<file path="src/rtl/stimulus_scheduler.sv">
// stimulus_scheduler
//
// Round-robin arbiter and sequencer. It turns each accepted host stimulus
// request into a two-beat injection on the single external stimulus port of
// the NoC system top. The first beat writes the input current. The second
// beat writes 1 to register offset 6 of the neuron's 8-word window, which
// triggers the neuron. A programmable hold-off follows each injection.
// Requests that address a node or neuron outside the mesh are accepted, then
// dropped, and flagged on req_err_o.
//
// Ports
//   clk_i                single clock, rising edge
//   rst_i                synchronous, active-high reset
//   sched_enable_i       when low, no new grants (an in-flight injection completes)
//   req_valid_i          per-requester request
//   req_ready_o          one-hot accept pulse (combinational, IDLE only)
//   req_node_x_i         packed target columns, requester i at [4i+3:4i]
//   req_node_y_i         packed target rows
//   req_neuron_id_i      packed target neurons
//   req_current_i        packed IEEE-754 currents, requester i at [32i+31:32i]
//   ext_node_select_o    {node_y, node_x} of the current beat
//   ext_neuron_id_o      neuron / register address of the current beat
//   ext_input_current_o  data word of the current beat
//   ext_input_valid_o    beat strobe
//   busy_o               high whenever the FSM is not IDLE
//   req_err_o            one-cycle pulse after an out-of-range request is accepted
//   inject_count_o       completed injections, wraps at 16 bits

module stimulus_scheduler #(
  parameter int NUM_REQ              = 4,
  parameter int MESH_SIZE_X          = 2,
  parameter int MESH_SIZE_Y          = 2,
  parameter int NUM_NEURONS_PER_BANK = 4,
  parameter int HOLDOFF_CYCLES       = 4
) (
  input  logic                  clk_i,
  input  logic                  rst_i,
  input  logic                  sched_enable_i,
  input  logic [NUM_REQ-1:0]    req_valid_i,
  output logic [NUM_REQ-1:0]    req_ready_o,
  input  logic [NUM_REQ*4-1:0]  req_node_x_i,
  input  logic [NUM_REQ*4-1:0]  req_node_y_i,
  input  logic [NUM_REQ*4-1:0]  req_neuron_id_i,
  input  logic [NUM_REQ*32-1:0] req_current_i,
  output logic [7:0]            ext_node_select_o,
  output logic [7:0]            ext_neuron_id_o,
  output logic [31:0]           ext_input_current_o,
  output logic                  ext_input_valid_o,
  output logic                  busy_o,
  output logic                  req_err_o,
  output logic [15:0]           inject_count_o
);

  localparam int PTR_W  = $clog2(NUM_REQ);
  localparam int HOLD_W = (HOLDOFF_CYCLES > 1) ? $clog2(HOLDOFF_CYCLES) : 1;
  localparam logic [HOLD_W-1:0] HOLD_LOAD = HOLD_W'(HOLDOFF_CYCLES - 1);

  typedef enum logic [1:0] {
    IDLE,
    CURRENT,
    TRIGGER,
    HOLDOFF
  } state_e;

  state_e              state_q;
  logic [PTR_W-1:0]    rr_ptr_q;
  logic [PTR_W-1:0]    rr_ptr_d;
  logic [HOLD_W-1:0]   hold_q;
  logic [3:0]          neuron_q;
  logic [7:0]          ext_sel_q;
  logic [7:0]          ext_id_q;
  logic [31:0]         ext_cur_q;
  logic                ext_valid_q;
  logic                req_err_q;
  logic [15:0]         inject_count_q;

  // Unpacked views of the packed requester buses
  logic [3:0]  node_x_arr  [NUM_REQ];
  logic [3:0]  node_y_arr  [NUM_REQ];
  logic [3:0]  neuron_arr  [NUM_REQ];
  logic [31:0] current_arr [NUM_REQ];

  for (genvar i = 0; i < NUM_REQ; i++) begin : g_unpack
    assign node_x_arr[i]  = req_node_x_i[4*i +: 4];
    assign node_y_arr[i]  = req_node_y_i[4*i +: 4];
    assign neuron_arr[i]  = req_neuron_id_i[4*i +: 4];
    assign current_arr[i] = req_current_i[32*i +: 32];
  end

  logic             grant_found;
  logic [PTR_W-1:0] grant_idx;
  logic [PTR_W-1:0] cand_idx;
  int               cand_int;
  logic             grant_en;
  logic [3:0]       sel_x;
  logic [3:0]       sel_y;
  logic [3:0]       sel_n;
  logic [31:0]      sel_cur;
  logic             in_range;

  // Round-robin search: the first valid requester at or after rr_ptr_q,
  // wrapping modulo NUM_REQ, so the search also works when NUM_REQ is not a
  // power of two.
  always_comb begin
    grant_found = 1'b0;
    grant_idx   = '0;
    cand_int    = 0;
    cand_idx    = '0;
    for (int i = 0; i < NUM_REQ; i++) begin
      cand_int = (int'(rr_ptr_q) + i) % NUM_REQ;
      cand_idx = cand_int[PTR_W-1:0];
      if (!grant_found && req_valid_i[cand_idx]) begin
        grant_found = 1'b1;
        grant_idx   = cand_idx;
      end
    end
  end

  // Reset masks the accept so that no ready pulse occurs in the reset cycle.
  assign grant_en = (state_q == IDLE) && sched_enable_i && grant_found && !rst_i;

  assign sel_x   = node_x_arr[grant_idx];
  assign sel_y   = node_y_arr[grant_idx];
  assign sel_n   = neuron_arr[grant_idx];
  assign sel_cur = current_arr[grant_idx];

  assign in_range = (int'(sel_x) < MESH_SIZE_X) &&
                    (int'(sel_y) < MESH_SIZE_Y) &&
                    (int'(sel_n) < NUM_NEURONS_PER_BANK);

  assign rr_ptr_d = (grant_idx == PTR_W'(NUM_REQ - 1)) ? '0 : grant_idx + 1'b1;

  always_comb begin
    req_ready_o = '0;
    if (grant_en) begin
      req_ready_o[grant_idx] = 1'b1;
    end
  end

  // The output registers are loaded one edge ahead of the state they
  // represent. The grant edge already loads the CURRENT beat, and the
  // CURRENT cycle loads the TRIGGER beat. Each beat therefore appears in the
  // cycle that state_q names it.
  always_ff @(posedge clk_i) begin
    if (rst_i) begin
      state_q        <= IDLE;
      rr_ptr_q       <= '0;
      hold_q         <= '0;
      neuron_q       <= '0;
      ext_sel_q      <= '0;
      ext_id_q       <= '0;
      ext_cur_q      <= '0;
      ext_valid_q    <= 1'b0;
      req_err_q      <= 1'b0;
      inject_count_q <= '0;
    end else begin
      req_err_q <= 1'b0;
      case (state_q)
        IDLE: begin
          if (grant_en) begin
            rr_ptr_q <= rr_ptr_d;
            if (in_range) begin
              neuron_q    <= sel_n;
              ext_sel_q   <= {sel_y, sel_x};
              ext_id_q    <= {4'h0, sel_n};
              ext_cur_q   <= sel_cur;
              ext_valid_q <= 1'b1;
              state_q     <= CURRENT;
            end else begin
              req_err_q <= 1'b1;
            end
          end
        end
        CURRENT: begin
          // Trigger register of the neuron's window: neuron*8 + 6
          ext_id_q  <= {1'b0, neuron_q, 3'b110};
          ext_cur_q <= 32'h0000_0001;
          state_q   <= TRIGGER;
        end
        TRIGGER: begin
          ext_valid_q    <= 1'b0;
          inject_count_q <= inject_count_q + 16'd1;
          hold_q         <= HOLD_LOAD;
          state_q        <= HOLDOFF;
        end
        HOLDOFF: begin
          if (hold_q == '0) begin
            state_q <= IDLE;
          end else begin
            hold_q <= hold_q - 1'b1;
          end
        end
        default: state_q <= IDLE;
      endcase
    end
  end

  assign ext_node_select_o   = ext_sel_q;
  assign ext_neuron_id_o     = ext_id_q;
  assign ext_input_current_o = ext_cur_q;
  assign ext_input_valid_o   = ext_valid_q;
  assign busy_o              = (state_q != IDLE);
  assign req_err_o           = req_err_q;
  assign inject_count_o      = inject_count_q;

endmodule

</file>
<file path="config.mk">
export PLATFORM = sky130hd
export DESIGN_NAME = stimulus_scheduler
export DESIGN_NICKNAME = d
export VERILOG_FILES = /design/src/rtl/stimulus_scheduler.sv
export SDC_FILE = /design/constraint.sdc
export NUM_CORES = 1
export LEC_CHECK = 0
export ABC_CLOCK_PERIOD_IN_PS = 2600
export CORE_UTILIZATION = 38
export DETAILED_ROUTE_END_ITERATION = 10
export GPL_TIMING_DRIVEN = 1
export PLACE_DENSITY = 0.84
export SETUP_SLACK_MARGIN = 0.15
export SYNTH_ARGS = -nofsm -noshare
export SYNTH_HDL_FRONTEND = slang
export SYNTH_SLANG_ARGS = --single-unit
</file>
<file path="constraint.sdc">
create_clock -name clk_i -period 2.6 [get_ports clk_i]
set_input_delay 0.52 -clock clk_i [delete_from_list [all_inputs] [get_ports clk_i]]
set_output_delay 0.52 -clock clk_i [all_outputs]
set_load 0.01 [all_outputs]
</file>
==> results.py, run 1 <==
metrics = {
    "status": {
        "status": "completed",
    },
    "sta": {
        "finalCriticalPeriod_ns": 2.433,
        "final_hold_vios": 0,
        "fin_worst_skew_ns": 0.008582,
        "rsz_0062_raised_after_global_routing": "yes",
        "totalNegativeSetupSlack_ns": 0,
        "max_freq_mhz": 411.0,
        "setup_failing_eps_final": 0,
        "final_ws_setup_ns": 0.1668,
        "min_period_over_period_pct": 93.58,
        "maxSlewViolCount": 0,
    },
    "synthesis": {
        "synth-main-ff-cell": "sky130_fd_sc_hd__dfxtp_1",
        "syn_area_per_cell_sq_um": 8.987,
        "yosysSeqAreaShare_pct": 35.03,
        "syn-instance-count": 477,
        "synth_edf_count": 0,
        "synth.lib_cells_used.distinct": 53,
        "synthesis.nets": 670,
        "ys_async_sr_fraction_pct": 0,
        "ys.warnings.count": 0,
        "synth_area_sq_mm": 0.004287,
        "ys_ff_latch": 75,
    },
    "routing": {
        "route.detailed.vias_per_inst": 5.243,
        "drt_iter0_markers": 214,
        "postRouteWirelength_microns": 16110,
        "dr_total_vias": 4766,
        "post-route-drc-count": 0,
        "drt-wirelength-per-cell_microns": 17.73,
        "drtAntennaViolNets": 0,
        "drtPass1Iterations": 4,
    },
    "grt": {
        "grt_start_max_net_pins": 45,
        "grt_pass1_wl_microns": 22920,
        "grt_overflow": 0,
        "groute.usage.overall_pct": 25.28,
        "number_of_antenna_violations_at_the_first_check_in_global_routing": 0,
        "vias_in_the_first_global_route": 4774,
    },
    "floorplanning": {
        "i_o_pin_count": 254,
        "vert_die_dim_microns": 108.2,
        "dieWidth_microns": 108.2,
        "core_box_area_sq_mm": 0.01094,
        "floorplan.initialDensity_pct": 39.20,
        "core.rowCount": 38,
        "die_area_sq_mm": 0.01171,
    },
    "setup_path": {
        "crit_fanout": 6,
        "cp.buffers_inverters": 2,
        "timing.reg2reg.setup_slack_ns": 0.18,
        "path_cells": "clkdlybuf4s50_1 > or3_1 > nor3_1 > nor3_1 > a311oi_1 > a21oi_1 > buf_4 > a2bb2o_1",
        "crit_required_ns": 2.81,
        "criticalPathCategory": "in -> reg",
        "worst_path_cell_with_the_longest_stage_delay": "sky130_fd_sc_hd__or3_1",
        "cp_common_cell": "sky130_fd_sc_hd__nor3_1",
        "worst_ep_arrival_time_ns": 2.64,
        "worstSetupEndpointType": "register",
        "cp.depth": 8,
        "worstSetupStartpointType": "input port",
        "worstRegToRegCells": 10,
        "rr_startpoint": "rr_ptr_q[1]",
        "regToRegEndpoint": "ext_neuron_id_o[6]",
        "critical_path.top_delay_family": "compound AO/OA/AOI/OAI gates",
        "slowest_stage_delay_on_critical_path_ns": 0.43,
    },
    "clock_tree": {
        "worst_setup_hold_path_clk_slew_ns": 0.07,
        "cts_tree": "built",
        "cts.sink_count": 75,
        "clock_path_buffers": 2,
        "htreeDepth": 3,
        "clock_tree.root_cell": "sky130_fd_sc_hd__clkbuf_16",
        "cts_made_buffers": 9,
        "worstSkewPairLatency_ns": 0.33,
    },
    "place": {
        "placement.io_buffers": 252,
        "hpwl_microns": 11910,
        "pre_cts_ws_ns": -0.4694,
        "finalWeightedCongestion": 0.8357,
    },
    "min_path": {
        "hold_path.class": "reg -> reg",
        "hold-path-endpoint": "ext_node_select_o[7]",
        "worstHoldStart": "ext_node_select_o[7]",
        "hold_depth": 1,
    },
    "layout": {
        "multi_input_comb_area_sq_mm": 0.002714,
        "drive_above_1_share_pct": 14.43,
        "seq_area_sq_mm": 0.001505,
        "antenna-diode-count": 0,
        "layout.nets": 957,
        "number_of_filler_instances_in_the_final_layout": 825,
        "synthToLayoutAreaGrowth_pct": 82.87,
    },
    "power": {
        "power.ir.vdd_worst_uv": 438.0,
        "leakagePower_nw": 3.170,
        "power.total_mw": 4.241,
        "power_density_mw_per_mm2": 541.1,
    },
    "flow_run": {
        "number_of_maximum_capacitance_violations": 0,
    },
}
## registers in the layout, indices dropped and copies added (netlist names)
register / cells
ext_input_current_o: 32
ext_input_valid_o: 1
ext_neuron_id_o: 7
ext_node_select_o: 8
hold_q: 2
inject_count_o: 16
neuron_q: 4
req_err_o: 1
rr_ptr_q: 2
state_q: 2
## repair_timing
item	4_1_cts	5_1_grt
gates resized for setup	39	32
pin swaps	10	13
setup endpoints to repair	58	48
buffers inserted	8	3
hold buffers	0	0
cloned	0	3
## synthesized netlist by cell type (9+ instances only)
| master | instances | area share (%) |
|---|---|---|
| sky130_fd_sc_hd__mux2i_1 | 81 | 19 |
| sky130_fd_sc_hd__inv_1 | 12 | 1.1 |
| sky130_fd_sc_hd__a21oi_1 | 14 | 1.6 |
| sky130_fd_sc_hd__nand2_1 | 83 | 7.3 |
| sky130_fd_sc_hd__buf_2 | 14 | 1.6 |
| sky130_fd_sc_hd__a32o_1 | 32 | 7.5 |
| sky130_fd_sc_hd__ha_1 | 10 | 2.9 |
| sky130_fd_sc_hd__xor2_1 | 10 | 2.0 |
| sky130_fd_sc_hd__nor2_1 | 23 | 2.0 |
| sky130_fd_sc_hd__clkbuf_1 | 10 | 0.88 |
| sky130_fd_sc_hd__and2_1 | 14 | 2.0 |
| sky130_fd_sc_hd__dfxtp_1 | 75 | 35 |
| sky130_fd_sc_hd__nor3_1 | 9 | 1.1 |
## layer usage
layer | GRT usage [%] | vias to the layer above | wire length (microns)
li1 | - | 2279 | -
met1 | 24.57 | 2259 | 5892
met5 | 0 | - | 0
met3 | 7.836 | 33 | 1253
met4 | 8.317 | 0 | 389
met2 | 49.77 | 195 | 8578
## power breakdown
part / switching, mW / internal, mW
Sequential: 0.0631 / 1.24
Combinational: 0.729 / 0.895
Clock: 0.538 / 0.771
## area by class of cell
cell class	count	area share (%)
clock inverters	7	1.117
flip-flops and latches	75	19.20
well taps	140	2.235
multi-input cells	359	34.62
clock buffers	9	2.873
inverters	14	0.6704
repair buffers	305	39.28
## cell usage in the layout (no fill, tap or decap), types with 13 or more instances in the layout
cell type                         instances
sky130_fd_sc_hd__dfxtp_1                 74
sky130_fd_sc_hd__and2_1                  14
sky130_fd_sc_hd__a32o_1                  32
sky130_fd_sc_hd__nor2_1                  22
sky130_fd_sc_hd__dlymetal6s2s_1          15
sky130_fd_sc_hd__nand2_1                 82
sky130_fd_sc_hd__buf_4                   39
sky130_fd_sc_hd__a21oi_1                 13
sky130_fd_sc_hd__mux2i_1                 81
sky130_fd_sc_hd__clkdlybuf4s50_1        229
## metrics by stage
step / instances / hold slack [ns] / util (%) / cell area [sq um]
CTS: 903 / 0.4684 / 69.99 / 7654
global route: 909 / 0.4755 / 71.68 / 7839
detailed placement: 879 / 0.4491 / 65.80 / 7196
finish: 909 / 0.4629 / 71.68 / 7839
global placement: 879 / 0.4470 / 65.80 / 7196
floorplan: 477 / 0.4296 / - / 4288
## worst reg2reg max path, stage by stage, from the launching register on
cell,delay [ns]
sky130_fd_sc_hd__dfxtp_4,0.37
sky130_fd_sc_hd__and2_4,0.18
sky130_fd_sc_hd__and2_4,0.17
sky130_fd_sc_hd__nor3_4,0.25
sky130_fd_sc_hd__buf_6,0.15
sky130_fd_sc_hd__buf_12,0.14
sky130_fd_sc_hd__nor3_1,0.07
sky130_fd_sc_hd__a311oi_1,0.36
sky130_fd_sc_hd__a21oi_1,0.18
sky130_fd_sc_hd__buf_4,0.20
sky130_fd_sc_hd__a2bb2o_1,0.25
## how the worst max path moves through the flow
| stage | from | end | slack [ns] |
|---|---|---|---|
| after CTS | req_node_x_i[3] | ext_input_current_o[7] | 0.13 |
| after global placement | req_valid_i[0] | req_ready_o[1] | -0.37 |
| final | req_node_y_i[10] | ext_neuron_id_o[6] | 0.17 |
| after floorplan | req_valid_i[0] | req_ready_o[2] | 0.18 |
| after detailed placement | req_valid_i[0] | state_q[0] | -0.47 |
| after global routing | req_valid_i[1] | ext_input_current_o[0] | 0.11 |
## logic make-up after synthesis
| group | after synthesis | synth area share [%] |
|---|---|---|
| XOR/XNOR | 11 | 2.247 |
| multiplexers | 84 | 19.70 |
| other | 1 | 0.08748 |
| flip-flops | 75 | 35.03 |
| AND/OR/NAND/NOR | 178 | 20.72 |
| adder cells (fa/ha/maj) | 10 | 2.919 |
| AO/OA/AOI/OAI | 75 | 14.86 |
| buffers and inverters | 43 | 4.437 |
Note: power is estimated with default switching activity, not from simulation.
==> run 2, diff against run 1 <==
--- a/config.mk
+++ b/config.mk
@@ -8,7 +8,8 @@
 export ABC_CLOCK_PERIOD_IN_PS = 2600
 export CORE_UTILIZATION = 38
 export DETAILED_ROUTE_END_ITERATION = 10
-export GPL_TIMING_DRIVEN = 1
+export GPL_TIMING_DRIVEN = 0
+export MAX_ROUTING_LAYER = met4
 export PLACE_DENSITY = 0.84
 export SETUP_SLACK_MARGIN = 0.15
 export SYNTH_ARGS = -nofsm -noshare
==> run 2 against run 1 <==
The run now ends with negative setup slack left. Wire length up 11%. Combinational power up 9.9%. Clock skew about the same. Critical endpoint is now ext_neuron_id_o[3]. Core utilization up 1.8 points. Largest power group unchanged. First-iteration DRC count up 41%. Non-clock buffer count up 4. Sequential power about the same.
==> results.py, run 2 (synthesis results as in run 1) <==
metrics = {
    "floorplanning": {
        "core_box_area_sq_mm": 0.01094,
        "i_o_pin_count": 254,
        "die_area_sq_mm": 0.01171,
        "core.rowCount": 38,
        "dieWidth_microns": 108.2,
        "vert_die_dim_microns": 108.2,
        "floorplan.initialDensity_pct": 39.20,
    },
    "power": {
        "power.ir.vdd_worst_uv": 445.5,
        "power_frac_clock_pct": 29.2,
        "seq_power_share_pct": 30.0,
        "power.combinational.fraction_pct": 40.8,
        "netSwitchingFraction_pct": 32.64,
        "power_density_mw_per_mm2": 544.1,
        "p_switching_mw": 1.426,
        "leakagePower_nw": 3.152,
        "internal_power_mw": 2.943,
    },
    "sta": {
        "maxSlewViolCount": 0,
        "timing.max_slew.rel_slack_pct": 61.37,
        "setup_failing_eps_final": 2,
        "rsz_0062_raised_after_global_routing": "yes",
        "finalHoldWorstSlack_ns": 0.4629,
        "tightest_slew_ns": 0.5795,
        "fin_worst_skew_ns": 0.008316,
        "final_hold_vios": 0,
        "max_freq_mhz": 379.6,
        "final_ws_setup_ns": -0.03454,
        "finalCriticalPeriod_ns": 2.635,
        "min_period_over_period_pct": 101.3,
    },
    "layout": {
        "finish.instance_area_sq_mm": 0.008030,
        "drive_above_1_share_pct": 16.58,
        "largest_reg_flops": 32,
        "layout.nets": 961,
        "layout_common_cells": "sky130_fd_sc_hd__clkdlybuf4s50_1 (233), sky130_fd_sc_hd__nand2_1 (83), sky130_fd_sc_hd__mux2i_1 (81)",
        "final_common_cell": "sky130_fd_sc_hd__clkdlybuf4s50_1",
        "finalCoreUtilization_pct": 73.43,
        "synthToLayoutAreaGrowth_pct": 87.33,
        "final_cell_count_no_fill": 915,
    },
    "routing": {
        "drt-wirelength-per-cell_microns": 19.52,
        "postRouteWirelength_microns": 17860,
        "drtPass1Iterations": 5,
        "route.detailed.vias_per_inst": 5.510,
        "post-route-drc-count": 0,
        "dr_total_vias": 5042,
        "drtAntennaViolNets": 0,
        "drt_iter0_markers": 302,
    },
    "setup_path": {
        "regToRegEndpoint": "ext_neuron_id_o[3]",
        "timing.reg2reg.setup_slack_ns": -0.03,
        "crit_required_ns": 2.83,
        "worst_path_cell_with_the_longest_stage_delay": "sky130_fd_sc_hd__a221oi_2",
        "rr_startpoint": "rr_ptr_q[1]",
        "worst_ep_arrival_time_ns": 2.86,
        "slowest_stage_delay_on_critical_path_ns": 0.49,
        "critical_path.startpoint": "rr_ptr_q[1]",
        "worstSetupEndpointType": "register",
        "timing.critical_path.to": "ext_neuron_id_o[3]",
        "crit_fanout": 7,
        "worstRegToRegCells": 10,
        "worstSetupStartpointType": "register",
        "path_cells": "and2_4 > and2_4 > nor3_4 > buf_6 > buf_4 > buf_4 > o211ai_1 > a221oi_2 > a21oi_4 > mux2_1",
        "criticalPathCategory": "reg -> reg",
    },
    "clock_tree": {
        "cts_made_buffers": 9,
        "worst_setup_hold_path_clk_slew_ns": 0.07,
        "clock_path_buffers": 2,
        "cts.sink_count": 75,
        "worstSkewPairLatency_ns": 0.34,
        "clock_tree.root_cell": "sky130_fd_sc_hd__clkbuf_16",
        "hold_buffers": 0,
        "cts_tree": "built",
        "htreeDepth": 3,
    },
    "place": {
        "placed_cells_incl_taps": 869,
        "pre_cts_ws_ns": -1.179,
        "hpwl_microns": 12130,
        "finalWeightedCongestion": 0.9694,
        "cell_area_after_placement_sq_mm": 0.006985,
        "placement.io_buffers": 252,
    },
    "flow_run": {
        "number_of_maximum_capacitance_violations": 0,
    },
    "grt": {
        "number_of_antenna_violations_at_the_first_check_in_global_routing": 3,
        "grt_pass1_wl_microns": 24960,
        "grt_start_max_net_pins": 15,
        "grt_overflow": 0,
        "vias_in_the_first_global_route": 5143,
        "groute.usage.overall_pct": 28.61,
    },
    "status": {
        "failed_checks": "negative setup slack",
        "status": "complete, but fails checks",
    },
    "min_path": {
        "hold_path.class": "reg -> reg",
    },
}
-- run 2: worst min path at each step --
stage,cells after the start,from,slack [ns],endpoint
2_1_floorplan,1,neuron_q[2],0.43,neuron_q[2]
3_3_place_gp,1,neuron_q[3],0.44,neuron_q[3]
3_5_place_dp,1,ext_node_select_o[3],0.45,ext_node_select_o[3]
4_1_cts,1,ext_node_select_o[6],0.46,ext_node_select_o[6]
5_1_grt,1,ext_input_current_o[10],0.49,ext_input_current_o[10]
6_report,1,ext_node_select_o[6],0.46,ext_node_select_o[6]
-- run 2: what timing repair did --
action	in CTS	in global routing
endpoints found under the setup margin	59	59
pin swaps	9	20
gates resized for setup	73	78
gates cloned	0	3
setup buffers	19	6
hold endpoints to repair	0	0
-- run 2: area by class of cell --
cell class	instances	area [sq um]
Clock buffer	9	225.2
Inverter	14	60.06
Tap cell	140	175.2
Fill cell	776	2905
Sequential cell	75	1505
Multi-Input combinational cell	359	2887
Buffer	29	272.8
Clock inverter	6	72.57
Antenna cell	3	7.507
Timing Repair Buffer	280	2825
-- run 2: power by group through the flow --
stage	registers, mW	clock network [mW]	logic (mW)
after global routing	1.32	1.35	1.88
after global placement	1.32	0	1.37
after CTS	1.30	1.29	1.56
after floorplan	1.35	0	0.723
final	1.31	1.28	1.78
after detailed placement	1.33	0	1.41
-- run 2: routing by layer --
metal,GRT usage [%],vias up,part of all wire (%)
met2,51.27,291,50
met4,13.80,0,4.9
met3,6.751,75,9.2
met5,-,-,0
met1,29.19,2382,36
li1,-,2294,-
-- run 2: worst max-delay path, delay by kind of cell (launching register included) --
kind,cells,cell delay (ns)
multiplexers,1,0.34
flip-flops,1,0.36
AND/OR/NAND/NOR,3,0.56
AO/OA/AOI/OAI,3,0.85
buffers and inverters,3,0.41
-- run 2: metrics by stage --
stage	TNS, ns	power (mW)
detailed placement	-32.90	2.733
global placement	-30.51	2.691
CTS	0	4.148
global route	-0.1317	4.549
finish	-0.04484	4.369
floorplan	0	2.076
